$ cat config.mk
export PLATFORM = sky130hd
export DESIGN_NAME = sevenseg_scan_decoder
export DESIGN_NICKNAME = d
export VERILOG_FILES = /design/src/rtl/sevenseg_scan_decoder.sv
export SDC_FILE = /design/constraint.sdc
export NUM_CORES = 1
export LEC_CHECK = 0
export CORE_ASPECT_RATIO = 0.9
export CORE_MARGIN = 3
export CORE_UTILIZATION = 51
export DETAILED_ROUTE_END_ITERATION = 10
export MAX_ROUTING_LAYER = met4
export PLACE_DENSITY = 0.87
export REMOVE_ABC_BUFFERS = 1
export SYNTH_ARGS = -nofsm -noshare
export SYNTH_HDL_FRONTEND = slang
export SYNTH_SLANG_ARGS = --single-unit
export TNS_END_PERCENT = 5
$ cat constraint.sdc
create_clock -name clk -period 4.6 [get_ports clk]
set_input_delay 0.69 -clock clk [delete_from_list [all_inputs] [get_ports clk]]
set_output_delay 0.69 -clock clk [all_outputs]
set_load 0.05 [all_outputs]
$ cat src/rtl/sevenseg_scan_decoder.sv
// Receive-side monitor for an 8-digit multiplexed 7-segment bus: synchronizes the scan, waits for each
// digit to settle, decodes its segment pattern to a hex nibble and publishes a complete 32-bit frame.
module sevenseg_scan_decoder #(
  parameter int SYNC_STAGES = 2,
  parameter int SETTLE      = 4
) (
  input  logic        clk,
  input  logic        rst,
  input  logic [7:0]  anode,
  input  logic [6:0]  cathode,
  input  logic        DP,
  output logic [31:0] value,
  output logic [7:0]  dp_mask,
  output logic [7:0]  blank_mask,
  output logic        frame_valid,
  output logic        frame_err
);

  localparam int CNT_W = $clog2(SETTLE + 1);
  localparam logic [CNT_W-1:0] SETTLE_CNT = CNT_W'(SETTLE);

  typedef enum logic [1:0] {S_IDLE, S_SETTLE, S_HOLD} state_t;

  logic [SYNC_STAGES-1:0][15:0] sync_q, sync_d;
  logic [7:0]       a_s;
  logic [6:0]       c_s;
  logic             dp_s;

  state_t           state_q, state_d;
  logic [2:0]       idx_q, idx_d;
  logic [CNT_W-1:0] cnt_q, cnt_d;
  logic [7:0]       mask_q, mask_d;
  logic [31:0]      slot_nib_q, slot_nib_d;
  logic [7:0]       slot_dp_q, slot_dp_d;
  logic [7:0]       slot_blank_q, slot_blank_d;
  logic [7:0]       slot_err_q, slot_err_d;
  logic [31:0]      value_q, value_d;
  logic [7:0]       dp_mask_q, dp_mask_d;
  logic [7:0]       blank_mask_q, blank_mask_d;
  logic             frame_valid_q, frame_valid_d;
  logic             frame_err_q, frame_err_d;

  logic [2:0]       a_idx;
  logic             a_onehot;
  logic             a_same;
  logic             capture;
  logic             dispatch;
  logic             frame_done;
  logic [3:0]       dec_nib;
  logic             dec_blank;
  logic             dec_err;

  // Anode, cathode and DP share one synchronizer chain so a digit's pattern stays aligned with its enable
  always_comb begin
    sync_d[0] = {DP, cathode, anode};
    for (int i = 1; i < SYNC_STAGES; i++) sync_d[i] = sync_q[i-1];
  end

  assign a_s  = sync_q[SYNC_STAGES-1][7:0];
  assign c_s  = sync_q[SYNC_STAGES-1][14:8];
  assign dp_s = sync_q[SYNC_STAGES-1][15];

  always_comb begin
    a_idx = 3'd0;
    for (int i = 0; i < 8; i++) begin
      if (!a_s[i]) a_idx = 3'(i);
    end
  end

  assign a_onehot   = $onehot(~a_s);
  assign a_same     = (a_s == ~(8'd1 << idx_q));
  assign frame_done = (mask_q == 8'hFF);

  always_comb begin
    dec_nib   = 4'h0;
    dec_blank = 1'b0;
    dec_err   = 1'b0;
    case (c_s)
      7'h40:   dec_nib = 4'h0;
      7'h79:   dec_nib = 4'h1;
      7'h24:   dec_nib = 4'h2;
      7'h30:   dec_nib = 4'h3;
      7'h19:   dec_nib = 4'h4;
      7'h12:   dec_nib = 4'h5;
      7'h02:   dec_nib = 4'h6;
      7'h78:   dec_nib = 4'h7;
      7'h00:   dec_nib = 4'h8;
      7'h10:   dec_nib = 4'h9;
      7'h08:   dec_nib = 4'hA;
      7'h03:   dec_nib = 4'hB;
      7'h46:   dec_nib = 4'hC;
      7'h21:   dec_nib = 4'hD;
      7'h06:   dec_nib = 4'hE;
      7'h0E:   dec_nib = 4'hF;
      7'h7F:   dec_blank = 1'b1;
      default: dec_err = 1'b0 | 1'b1;
    endcase
  end

  // Any change of the selected anode re-dispatches: a new single-low digit restarts settling, anything else idles
  always_comb begin
    state_d  = state_q;
    idx_d    = idx_q;
    cnt_d    = cnt_q;
    capture  = 1'b0;
    dispatch = 1'b0;
    case (state_q)
      S_IDLE: dispatch = 1'b1;
      S_SETTLE: begin
        if (!a_same) begin
          dispatch = 1'b1;
        end else if (cnt_q == SETTLE_CNT) begin
          capture = 1'b1;
          state_d = S_HOLD;
        end else begin
          cnt_d = cnt_q + CNT_W'(1);
        end
      end
      S_HOLD: dispatch = !a_same;
      default: state_d = S_IDLE;
    endcase
    if (dispatch) begin
      if (a_onehot) begin
        state_d = S_SETTLE;
        idx_d   = a_idx;
        cnt_d   = CNT_W'(1);
      end else begin
        state_d = S_IDLE;
      end
    end
  end

  // The cycle after the mask fills, publish the shadow slots and start the next frame from an empty mask
  always_comb begin
    mask_d       = frame_done ? 8'h00 : mask_q;
    slot_err_d   = frame_done ? 8'h00 : slot_err_q;
    slot_nib_d   = slot_nib_q;
    slot_dp_d    = slot_dp_q;
    slot_blank_d = slot_blank_q;
    if (capture) begin
      mask_d[idx_q]                   = 1'b1;
      slot_nib_d[{idx_q, 2'b00} +: 4] = dec_nib;
      slot_dp_d[idx_q]                = ~dp_s;
      slot_blank_d[idx_q]             = dec_blank;
      slot_err_d[idx_q]               = dec_err;
    end
    value_d       = frame_done ? slot_nib_q   : value_q;
    dp_mask_d     = frame_done ? slot_dp_q    : dp_mask_q;
    blank_mask_d  = frame_done ? slot_blank_q : blank_mask_q;
    frame_err_d   = frame_done ? |slot_err_q  : frame_err_q;
    frame_valid_d = frame_done;
  end

  always_ff @(posedge clk or posedge rst) begin
    if (rst) begin
      sync_q        <= '1;
      state_q       <= S_IDLE;
      idx_q         <= 3'd0;
      cnt_q         <= '0;
      mask_q        <= 8'h00;
      slot_nib_q    <= 32'h0;
      slot_dp_q     <= 8'h00;
      slot_blank_q  <= 8'h00;
      slot_err_q    <= 8'h00;
      value_q       <= 32'h0;
      dp_mask_q     <= 8'h00;
      blank_mask_q  <= 8'h00;
      frame_valid_q <= 1'b0;
      frame_err_q   <= 1'b0;
    end else begin
      sync_q        <= sync_d;
      state_q       <= state_d;
      idx_q         <= idx_d;
      cnt_q         <= cnt_d;
      mask_q        <= mask_d;
      slot_nib_q    <= slot_nib_d;
      slot_dp_q     <= slot_dp_d;
      slot_blank_q  <= slot_blank_d;
      slot_err_q    <= slot_err_d;
      value_q       <= value_d;
      dp_mask_q     <= dp_mask_d;
      blank_mask_q  <= blank_mask_d;
      frame_valid_q <= frame_valid_d;
      frame_err_q   <= frame_err_d;
    end
  end

  assign value       = value_q;
  assign dp_mask     = dp_mask_q;
  assign blank_mask  = blank_mask_q;
  assign frame_valid = frame_valid_q;
  assign frame_err   = frame_err_q;

endmodule

==> impl_metrics.ini <==
[timing]
max-slew-margin-rel = 0.213
fmax_mhz = 258
min_period_ps = 3880
post-route-period-util = 0.842
finalSetupTns_ps = 0
rsz0062_at_grt = no
slew_violations = 0
tightest_slew_ps = 1170
skew_ps = 6.87
hold_violations = 0
setup_viol = 0

[layout]
final_cells = 809
drive_above_1_share = 0.188
num-nets-final = 669
areaGrowthSynthToFinish_pct = 22.2

[synthesis]
yosysWarnings = 0
synthesis.area_mm2 = 0.00650
syn_area_per_cell_um2 = 11.4
async_flop_share = 1.00
synth_edf_count = 0
synth_ff_type = dfrtp_1
synth-seq-area-share = 0.599
yosysTopAreaCell = dfrtp_1
ys_seq_elements = 154
synthCells = 572
yosys-top-cells-area = dfrtp_1, dfstp_2, nand2_1
ys_top_cells_by_count = nand2_1, dfrtp_1, mux2_2, dfstp_2, inv_1
yosysMostFrequentCell = nand2_1
ys_types = 63
synth_top_area_share = 0.470

[routing]
drc = 0
drtIter0Drc = 275
dr.pass1.iters = 4
antenna_left = 0
wl_per_cell_um = 16.2
via_per_inst = 5.48
drt-total-wl_um = 13100
via_count = 4435

[worst_setup_path]
cp_data_required_time_ps = 4900
cpLargestDelayFamily = adder cells
arrival_ps = 4180
r2r_cells = 12
crit_fanout = 6
slowest_delay_ps = 580
critical_path_class = reg -> reg
start_kind = flip-flop
r2r_start = a_s[3]
worstReg2RegEnd = idx_q[1]
cp-end-kind = flip-flop
cp_cell_sequence = fa_1 > inv_1 > fa_1 > fa_1 > ha_1 > inv_1 > fa_1 > a211oi_1 > mux2_2 > nand4_1 > or3_1 > o32a_1
worst_path_max_delay_cell = dfstp_2
r2r_slack_ps = 720
critPathBufInv = 2
crit_top_cell = fa_1

[global_route]
antenna_found_initial = 1
busiest_layer = met2
met3_usage = 0.0486
use_met2 = 0.320
grt_max_degree = 102
grt_pass1_wl_um = 21800
grt_pass1_vias = 4571
grt_use_total = 0.199
use_met1 = 0.242
gr-total-overflow = 0

[die]
die_area_mm2 = 0.0141
die_w_um = 125
die_y_um = 113
pin_count = 68
initial_utilization = 0.530
num_rows = 38
core_area_mm2 = 0.0123

[run]
drv_cap = 0

[worst_hold_path]
worstHoldEndpoint = a_s[3]
hold_start = sync_d[19]
hold_depth = 0
min_path_type = reg -> reg

[clock_network]
clkSlewWorstSetupHoldPaths_ps = 60
cts_buffer_depth = 2
cts_max_level = 4
clk_latency_ps = 420
cts_root_buffer = clkbuf_16
postCtsSetupRepairBufs = 0
cts_made_buffers = 17
cts_tree = yes
clock-sinks = 154
cts-resized-gates = 0
cts.hold.buffers_added = 0

[power_and_ir_drop]
p_leak_uw = 0.00391
p_per_area_mw_per_mm2 = 414
irDropWorstVdd_uv = 434

[place]
gp_congestion = 0.890
io_buffers = 67
hpwl_um = 8690
dpl.cell_count = 777

[outcome]
status = complete, no violations
## cell type report
class                   instances  area (um^2)
fillers                       866         4330
flip-flops and latches        154         3890
multi-input cells             365         2370
repair buffers                 71          701
clock buffers                  19          443
clock inverters                12          220
well taps                     160          200
inverters                      27          106
diodes                          1         2.50
## sequential cells by signal, indices dropped and copies added (netlist names), 8 cells and up
register,cells
blank_mask,8
slot_dp_q,8
slot_err_q,8
sync_d,16
a_s,8
mask_q,8
slot_blank_q,8
value,32
dp_mask,8
slot_nib_q,32
## power by group
group / switching, uW / internal, uW
combinational: 180 / 112
clock: 522 / 1030
sequential: 51.1 / 1400
total: 753 / 2530
## worst max-delay path by stage
stage / startpoint / end / slack (ps) / depth (start not counted)
6_report: a_s[3] / idx_q[1] / 720 / 12
5_1_grt: a_s[3] / idx_q[1] / 560 / 12
4_1_cts: a_s[3] / idx_q[1] / 730 / 12
3_5_place_dp: a_s[3] / idx_q[1] / 750 / 12
3_3_place_gp: a_s[3] / idx_q[1] / 830 / 12
2_1_floorplan: rst / blank_mask[0] / -190 / 1
## cells in the final DEF, fill, tap and decap left out, types with 4 or more instances in the layout
master / instances
buf_4: 4
nand2b_1: 5
o21ai_0: 13
clkbuf_16: 17
dfstp_2: 32
fa_1: 4
a21oi_1: 9
nor3_1: 8
nand3_1: 6
nor2_1: 14
xnor2_1: 4
clkdlybuf4s50_1: 67
mux2_2: 38
nand2_1: 162
inv_1: 24
dfrtp_1: 122
mux2i_1: 18
ha_1: 11
nand3_2: 4
bufinv_16: 6
nand4_1: 8
nor4_1: 6
## logic make-up (layout without fill, tap and decap cells)
| family | count (synthesis) | count (layout) | synth area share |
|---|---|---|---|
| xor+xnor | 4 | 4 | 0.00539 |
| buf+inv | 53 | 129 | 0.0356 |
| other cells | 0 | 1 | 0 |
| mux | 59 | 59 | 0.0993 |
| flops | 154 | 154 | 0.599 |
| simple gates | 239 | 239 | 0.172 |
| fa+ha+maj | 15 | 15 | 0.0335 |
| compound gates | 48 | 48 | 0.0547 |
## metrics by stage
step                hold slack (ps)   util  total power (uW)  area (um^2)  setup WS [ps]
floorplan                       345      -              1670         6370           -187
global route                    355  0.647              3410         7940            557
detailed placement              347  0.593              1750         7270            754
finish                          350  0.647              3290         7940            725
CTS                             351  0.647              3310         7940            735
global placement                346  0.593              1730         7270            834
## per-layer routing
layer,vias to the layer above,routed length (um)
met4,0,312
met2,145,6480
li1,2055,-
met5,-,0
met1,2202,5670
met3,33,659
(Power assumes the default switching activity.)
